===== src/rtl/game_sequencer.sv =====
// Frame-level ScreamRun game controller: scroll, speed, score and IDLE/RUN/HIT/OVER sequencing.
// Optional macro SCORE_BCD_EN selects a packed-BCD score saturating at 9999.
module game_sequencer #(
    parameter int unsigned SCROLL_W          = 32,
    parameter int unsigned SPEED_INIT        = 3,
    parameter int unsigned SPEED_MAX         = 8,
    parameter int unsigned SPEED_STEP_FRAMES = 600,
    parameter int unsigned HIT_FRAMES        = 60
) (
    input  logic                clock,
    input  logic                reset,
    input  logic                start,
    input  logic [11:0]         display_col,
    input  logic [10:0]         display_row,
    input  logic                visible,
    input  logic                char_visible,
    input  logic                enc1_visible,
    output logic [SCROLL_W-1:0] scroll_offset,
    output logic [3:0]          speed,
    output logic [15:0]         score,
    output logic [1:0]          state,
    output logic                run_en,
    output logic                game_over,
    output logic                frame_tick
);

    localparam int unsigned FCNT_W = $clog2(SPEED_STEP_FRAMES);
    localparam int unsigned HCNT_W = (HIT_FRAMES > 1) ? $clog2(HIT_FRAMES) : 1;

    localparam logic [1:0] ST_IDLE = 2'b00;
    localparam logic [1:0] ST_RUN  = 2'b01;
    localparam logic [1:0] ST_HIT  = 2'b10;
    localparam logic [1:0] ST_OVER = 2'b11;

    localparam logic [FCNT_W-1:0] FCNT_LAST = FCNT_W'(SPEED_STEP_FRAMES - 1);
    localparam logic [HCNT_W-1:0] HCNT_LOAD = HCNT_W'(HIT_FRAMES - 1);
    localparam logic [3:0]        SPEED_RST = 4'(SPEED_INIT);
    localparam logic [3:0]        SPEED_TOP = 4'(SPEED_MAX);
`ifdef SCORE_BCD_EN
    localparam logic [15:0]       SCORE_SAT = 16'h9999;
`else
    localparam logic [15:0]       SCORE_SAT = 16'hFFFF;
`endif

    logic                start_q;
    logic                hit_pending;
    logic [FCNT_W-1:0]   frame_cnt;
    logic [HCNT_W-1:0]   hit_cnt;

    logic                frame_evt;
    logic                start_rise;
    logic                overlap;
    logic [1:0]          state_nxt;
    logic [SCROLL_W-1:0] scroll_nxt;
    logic [3:0]          speed_nxt;
    logic [15:0]         score_nxt;
    logic                hit_pending_nxt;
    logic [FCNT_W-1:0]   frame_cnt_nxt;
    logic [HCNT_W-1:0]   hit_cnt_nxt;

    // One-step score increment; BCD variant ripples a decimal carry across the four digits.
    function automatic logic [15:0] score_inc(input logic [15:0] value);
`ifdef SCORE_BCD_EN
        logic [15:0] result;
        logic        carry;
        result = value;
        carry  = 1'b1;
        for (int d = 0; d < 4; d++) begin
            if (carry) begin
                if (result[d*4 +: 4] == 4'd9) begin
                    result[d*4 +: 4] = 4'd0;
                end else begin
                    result[d*4 +: 4] = result[d*4 +: 4] + 4'd1;
                    carry            = 1'b0;
                end
            end
        end
        return result;
`else
        return value + 16'd1;
`endif
    endfunction

    assign frame_evt  = (display_col == 12'd0) && (display_row == 11'd0);
    assign start_rise = start && !start_q;
    assign overlap    = visible && char_visible && enc1_visible;

    // Next-state and next-value decode.
    always_comb begin
        state_nxt       = state;
        scroll_nxt      = scroll_offset;
        speed_nxt       = speed;
        score_nxt       = score;
        hit_pending_nxt = hit_pending;
        frame_cnt_nxt   = frame_cnt;
        hit_cnt_nxt     = hit_cnt;

        case (state)
            ST_IDLE: begin
                scroll_nxt      = '0;
                score_nxt       = '0;
                speed_nxt       = SPEED_RST;
                frame_cnt_nxt   = '0;
                hit_pending_nxt = 1'b0;
                if (start_rise) begin
                    state_nxt = ST_RUN;
                end
            end
            ST_RUN: begin
                if (frame_evt && hit_pending) begin
                    state_nxt       = ST_HIT;
                    hit_cnt_nxt     = HCNT_LOAD;
                    hit_pending_nxt = 1'b0;
                end else begin
                    if (frame_evt) begin
                        scroll_nxt = scroll_offset + SCROLL_W'(speed);
                        if (score != SCORE_SAT) begin
                            score_nxt = score_inc(score);
                        end
                        if (frame_cnt == FCNT_LAST) begin
                            frame_cnt_nxt = '0;
                            if (speed < SPEED_TOP) begin
                                speed_nxt = speed + 4'd1;
                            end
                        end else begin
                            frame_cnt_nxt = frame_cnt + FCNT_W'(1);
                        end
                    end
                    // An overlap on the FE pixel itself is held for the following frame.
                    if (overlap) begin
                        hit_pending_nxt = 1'b1;
                    end
                end
            end
            ST_HIT: begin
                if (frame_evt) begin
                    if (hit_cnt == '0) begin
                        state_nxt = ST_OVER;
                    end else begin
                        hit_cnt_nxt = hit_cnt - HCNT_W'(1);
                    end
                end
            end
            ST_OVER: begin
                if (start_rise) begin
                    state_nxt     = ST_IDLE;
                    scroll_nxt    = '0;
                    score_nxt     = '0;
                    speed_nxt     = SPEED_RST;
                    frame_cnt_nxt = '0;
                end
            end
            default: begin
                state_nxt = ST_IDLE;
            end
        endcase
    end

    // State and output registers; run_en/game_over decode the next state so they align with state.
    always_ff @(posedge clock or posedge reset) begin
        if (reset) begin
            state         <= ST_IDLE;
            scroll_offset <= '0;
            speed         <= SPEED_RST;
            score         <= '0;
            run_en        <= 1'b0;
            game_over     <= 1'b0;
            frame_tick    <= 1'b0;
            start_q       <= 1'b0;
            hit_pending   <= 1'b0;
            frame_cnt     <= '0;
            hit_cnt       <= '0;
        end else begin
            state         <= state_nxt;
            scroll_offset <= scroll_nxt;
            speed         <= speed_nxt;
            score         <= score_nxt;
            run_en        <= (state_nxt == ST_RUN);
            game_over     <= (state_nxt == ST_OVER);
            frame_tick    <= frame_evt;
            start_q       <= start;
            hit_pending   <= hit_pending_nxt;
            frame_cnt     <= frame_cnt_nxt;
            hit_cnt       <= hit_cnt_nxt;
        end
    end

endmodule


===== config.mk =====
export PLATFORM = sky130hd
export DESIGN_NAME = game_sequencer
export DESIGN_NICKNAME = d
export VERILOG_FILES = /design/src/rtl/game_sequencer.sv
export SDC_FILE = /design/constraint.sdc
export NUM_CORES = 1
export LEC_CHECK = 0
export ABC_AREA = 1
export CORE_MARGIN = 1.5
export CORE_UTILIZATION = 42
export CTS_CLUSTER_DIAMETER = 30
export DETAILED_ROUTE_END_ITERATION = 6
export MAX_ROUTING_LAYER = met4
export PLACE_DENSITY_LB_ADDON = 0.15
export SETUP_SLACK_MARGIN = 0.05
export SYNTH_ARGS = -nofsm -noshare
export SYNTH_HDL_FRONTEND = slang
export SYNTH_SLANG_ARGS = --single-unit

===== constraint.sdc =====
create_clock -name clock -period 3 [get_ports clock]
set_input_delay 0.6 -clock clock [delete_from_list [all_inputs] [get_ports clock]]
set_output_delay 0.6 -clock clock [all_outputs]
set_load 0.01 [all_outputs]

==> out/qor.txt <==
final hold violation count - 0
Yosys reg bits - 75
Gate power share - 36.8%
Crit. End Element - flop
status - complete, no violations
setup_tns - 0 ps
clock slew at reported path FFs - 50 ps
post-route setup slack - 514 ps
Initial Utilization - 43.6%
clock share of power - 27.6%
setup violators final - 0
remaining global-route overflow - 0
EDFF count, synth - 0
Max Cap Viol - 0
Cell Rows - 39
Pwr Density - 582 nW/um^2
PostCTS Resize Cnt - 0
crit-path cells - ha_1 > fa_1 > inv_1 > o21ai_0 > nand2_1 > nor2_1 > xor2_1 > nor2_1 > nand2_1 > nand2_1
pin count of the biggest net entering global routing - 59
Startpoint Class - flop
layout cells sized above 1 - 6.01%
peak supply drop - 432 uV
DR vias/cell - 5.16
WS Path Type - flop to flop
Distinct cells, synth - 36
Worst Skew - 8.40 ps
Slew Limit Fails - 0
initial antenna violation count - 0
Inserted Clock Buffers - 9
Post-synth ARST share - 100%
I/O Pins - 86
Cell Int Power - 2.24 mW
Hold Crit Class - flop to flop
Period minus WS final - 2490 ps
Die Width - 113 microns
first-pass GRT wire length - 22,500 microns
CTS tree - built
Syn Nets - 785
WL final - 13,100 microns
Antenna Nets Post-Route - 0
# DRC - 0
part of the power in registers - 35.6%
final period utilization - 82.9%
Setup Buffers After CTS - 0
Mapped Area - 5040 sq um
vias in the first global route - 4,665
sw power - 1.44 mW
slowest CP cell - dfstp_2
DP Worst Slack - 393 ps
RSZ-0062 raised after global routing - false
PortBufs - 85
nets - 869
static leakage - 2.77 nW
synthesized area per cell - 6.79 sq um
hold buffer count at cts - 0
Antenna Cells - 0
clk sinks - 75
die height - 113 microns
CP max stage delay - 590 ps
CTS max path bufs - 2
YS warnings - 0
GR Util All Layers - 22.8%
cells after synthesis - 743
hpwl dp - 9710 microns
drt first-iter violations - 400
Seq/Total Area, Yosys - 37.3%
H-tree depth - 3
GPL Wtd Cong - 0.915
Max Fclk - 402 MHz
area of the core - 11,600 sq um
worst endpoint required time - 3230 ps
Pre-Repair DR Iteration Count - 5
crit path DAT - 2720 ps
final hold slack - 495 ps
Sw Ratio - 39.0%
Die ar. - 12,700 sq um
Vias - 5,033
Slew Limit Headroom - 62.6%
Clk Latency, worst-skew pair - 340 ps
WL/cell - 13.4 microns
Critical Path Most Common Cell - nand2_1
area delta synth->final - 25.3%
most used flip-flop cell after synthesis - dfrtp_1
Layout Utilization - 54.7%
Slew @ Worst Pin - 561 ps
maximum net fanout on the critical path - 6
Clk Tree Root Cell - clkbuf_16
## per-stage QoR
| step | area [sq um] | power [mW] | cells |
|---|---|---|---|
| after floorplan | 5040 | 2.27 | 743 |
| after global placement | 6050 | 2.65 | 959 |
| after detailed placement | 6050 | 2.68 | 959 |
| after CTS | 6320 | 3.72 | 975 |
| after global routing | 6320 | 3.98 | 975 |
| final | 6320 | 3.68 | 975 |
## cell usage after synthesis (2+ instances only)
library cell  number  share of area [%]
nand2_1          267                 20
nor2_1           103                7.7
dfrtp_1           73                 36
inv_1             58                4.3
nand3_1           54                5.4
o21ai_1           42                4.2
xor2_1            26                4.5
o21ai_0           14                1.4
or2_2             14                1.7
ha_1              12                3.0
nand4_1           12                1.5
nor3_1             9               0.89
buf_4              7                1.0
a21oi_1            6               0.60
clkbuf_1           6               0.45
buf_2              5               0.50
xnor2_1            5               0.87
nand3b_1           4               0.60
nand3_2            3               0.60
nor2_2             3               0.37
o2111ai_1          3               0.52
dfstp_2            2                1.0
inv_2              2               0.15
## critical path: cells and delay by family (launching register included)
kind	cells	cell delay, ps
adders and majority gates	2	680
buffers and inverters	1	100
DFF	1	590
and+or+nand+nor	5	560
AOI/OAI and AO/OA	1	270
xor gates and xnor gates	1	180
## cells in the final DEF (no fill, tap or decap), drive strengths merged
cell type,netlist,routed
o21ai,56,56
a31o,1,1
or2,14,14
fa,1,1
nand2,268,268
dfrtp,73,73
clkinv,0,2
nor3b,1,1
nor3,9,9
clkdlybuf4s50,0,85
xor2,26,26
nand3,58,58
xnor2,5,5
ha,12,12
a21boi,1,1
a21o,1,1
buf,13,7
dfstp,2,2
o2111ai,3,3
inv,60,60
a41oi,1,1
nor2,107,107
a21oi,7,7
nand4,12,12
mux2i,1,1
nand3b,4,4
clkbuf,6,14
o22ai,1,1
## worst paths after layout
kind	from	end	slack [ps]	depth (start not counted)
setup reg to reg	speed[0]	scroll_offset[14]	510	10
hold reg to reg	frame_cnt[8]	frame_cnt[8]	490	2
hold / removal	frame_cnt[8]	frame_cnt[8]	490	2
max in group asynchronous	reset	scroll_offset[15]	1620	3
setup / recovery	speed[0]	scroll_offset[14]	510	10
min in group asynchronous	reset	hit_cnt[0]	620	2
## flip-flops by register name, summed over array words and instances (netlist names)
register / cells
speed: 4
score: 16
hit_cnt: 6
state: 2
hit_pending: 1
start_q: 1
run_en: 1
game_over: 1
frame_cnt: 10
scroll_offset: 32
frame_tick: 1
## per-layer routing
| layer | GRT usage [%] | up-vias | routed length [microns] |
|---|---|---|---|
| li1 | - | 2538 | - |
| met1 | 31.1 | 2327 | 6230 |
| met2 | 33.7 | 152 | 5950 |
| met3 | 3.83 | 16 | 692 |
| met4 | 9.45 | 0 | 234 |
| met5 | - | - | 0 |
## cell families (layout without fill, tap and decap cells)
group,Yosys count,count (layout),share of synthesized area (%)
muxes,1,1,0.198
AOI/OAI and AO/OA,71,71,7.76
and+or+nand+nor,473,473,39.5
DFF,75,75,37.3
xor gates and xnor gates,31,31,5.38
adders and majority gates,13,13,3.37
buffers and inverters,79,168,6.52
## layout make-up
| class | instances | area (sq um) |
|---|---|---|
| Clock buffer | 14 | 264 |
| Clock inverter | 2 | 10.0 |
| Fill cell | 1091 | 5240 |
| Inverter | 60 | 225 |
| Multi-Input combinational cell | 589 | 2840 |
| Sequential cell | 75 | 1880 |
| Tap cell | 143 | 179 |
| Timing Repair Buffer | 92 | 928 |
## power groups by stage
| stage | registers (mW) | logic [mW] | clock network (mW) |
|---|---|---|---|
| 5_1_grt | 1.34 | 1.54 | 1.10 |
| 3_5_place_dp | 1.33 | 1.36 | 0 |
| 3_3_place_gp | 1.32 | 1.33 | 0 |
| 6_report | 1.31 | 1.35 | 1.02 |
| 2_1_floorplan | 1.33 | 0.941 | 0 |
| 4_1_cts | 1.31 | 1.37 | 1.04 |
No activity file was read; power rests on OpenSTA's default activity.
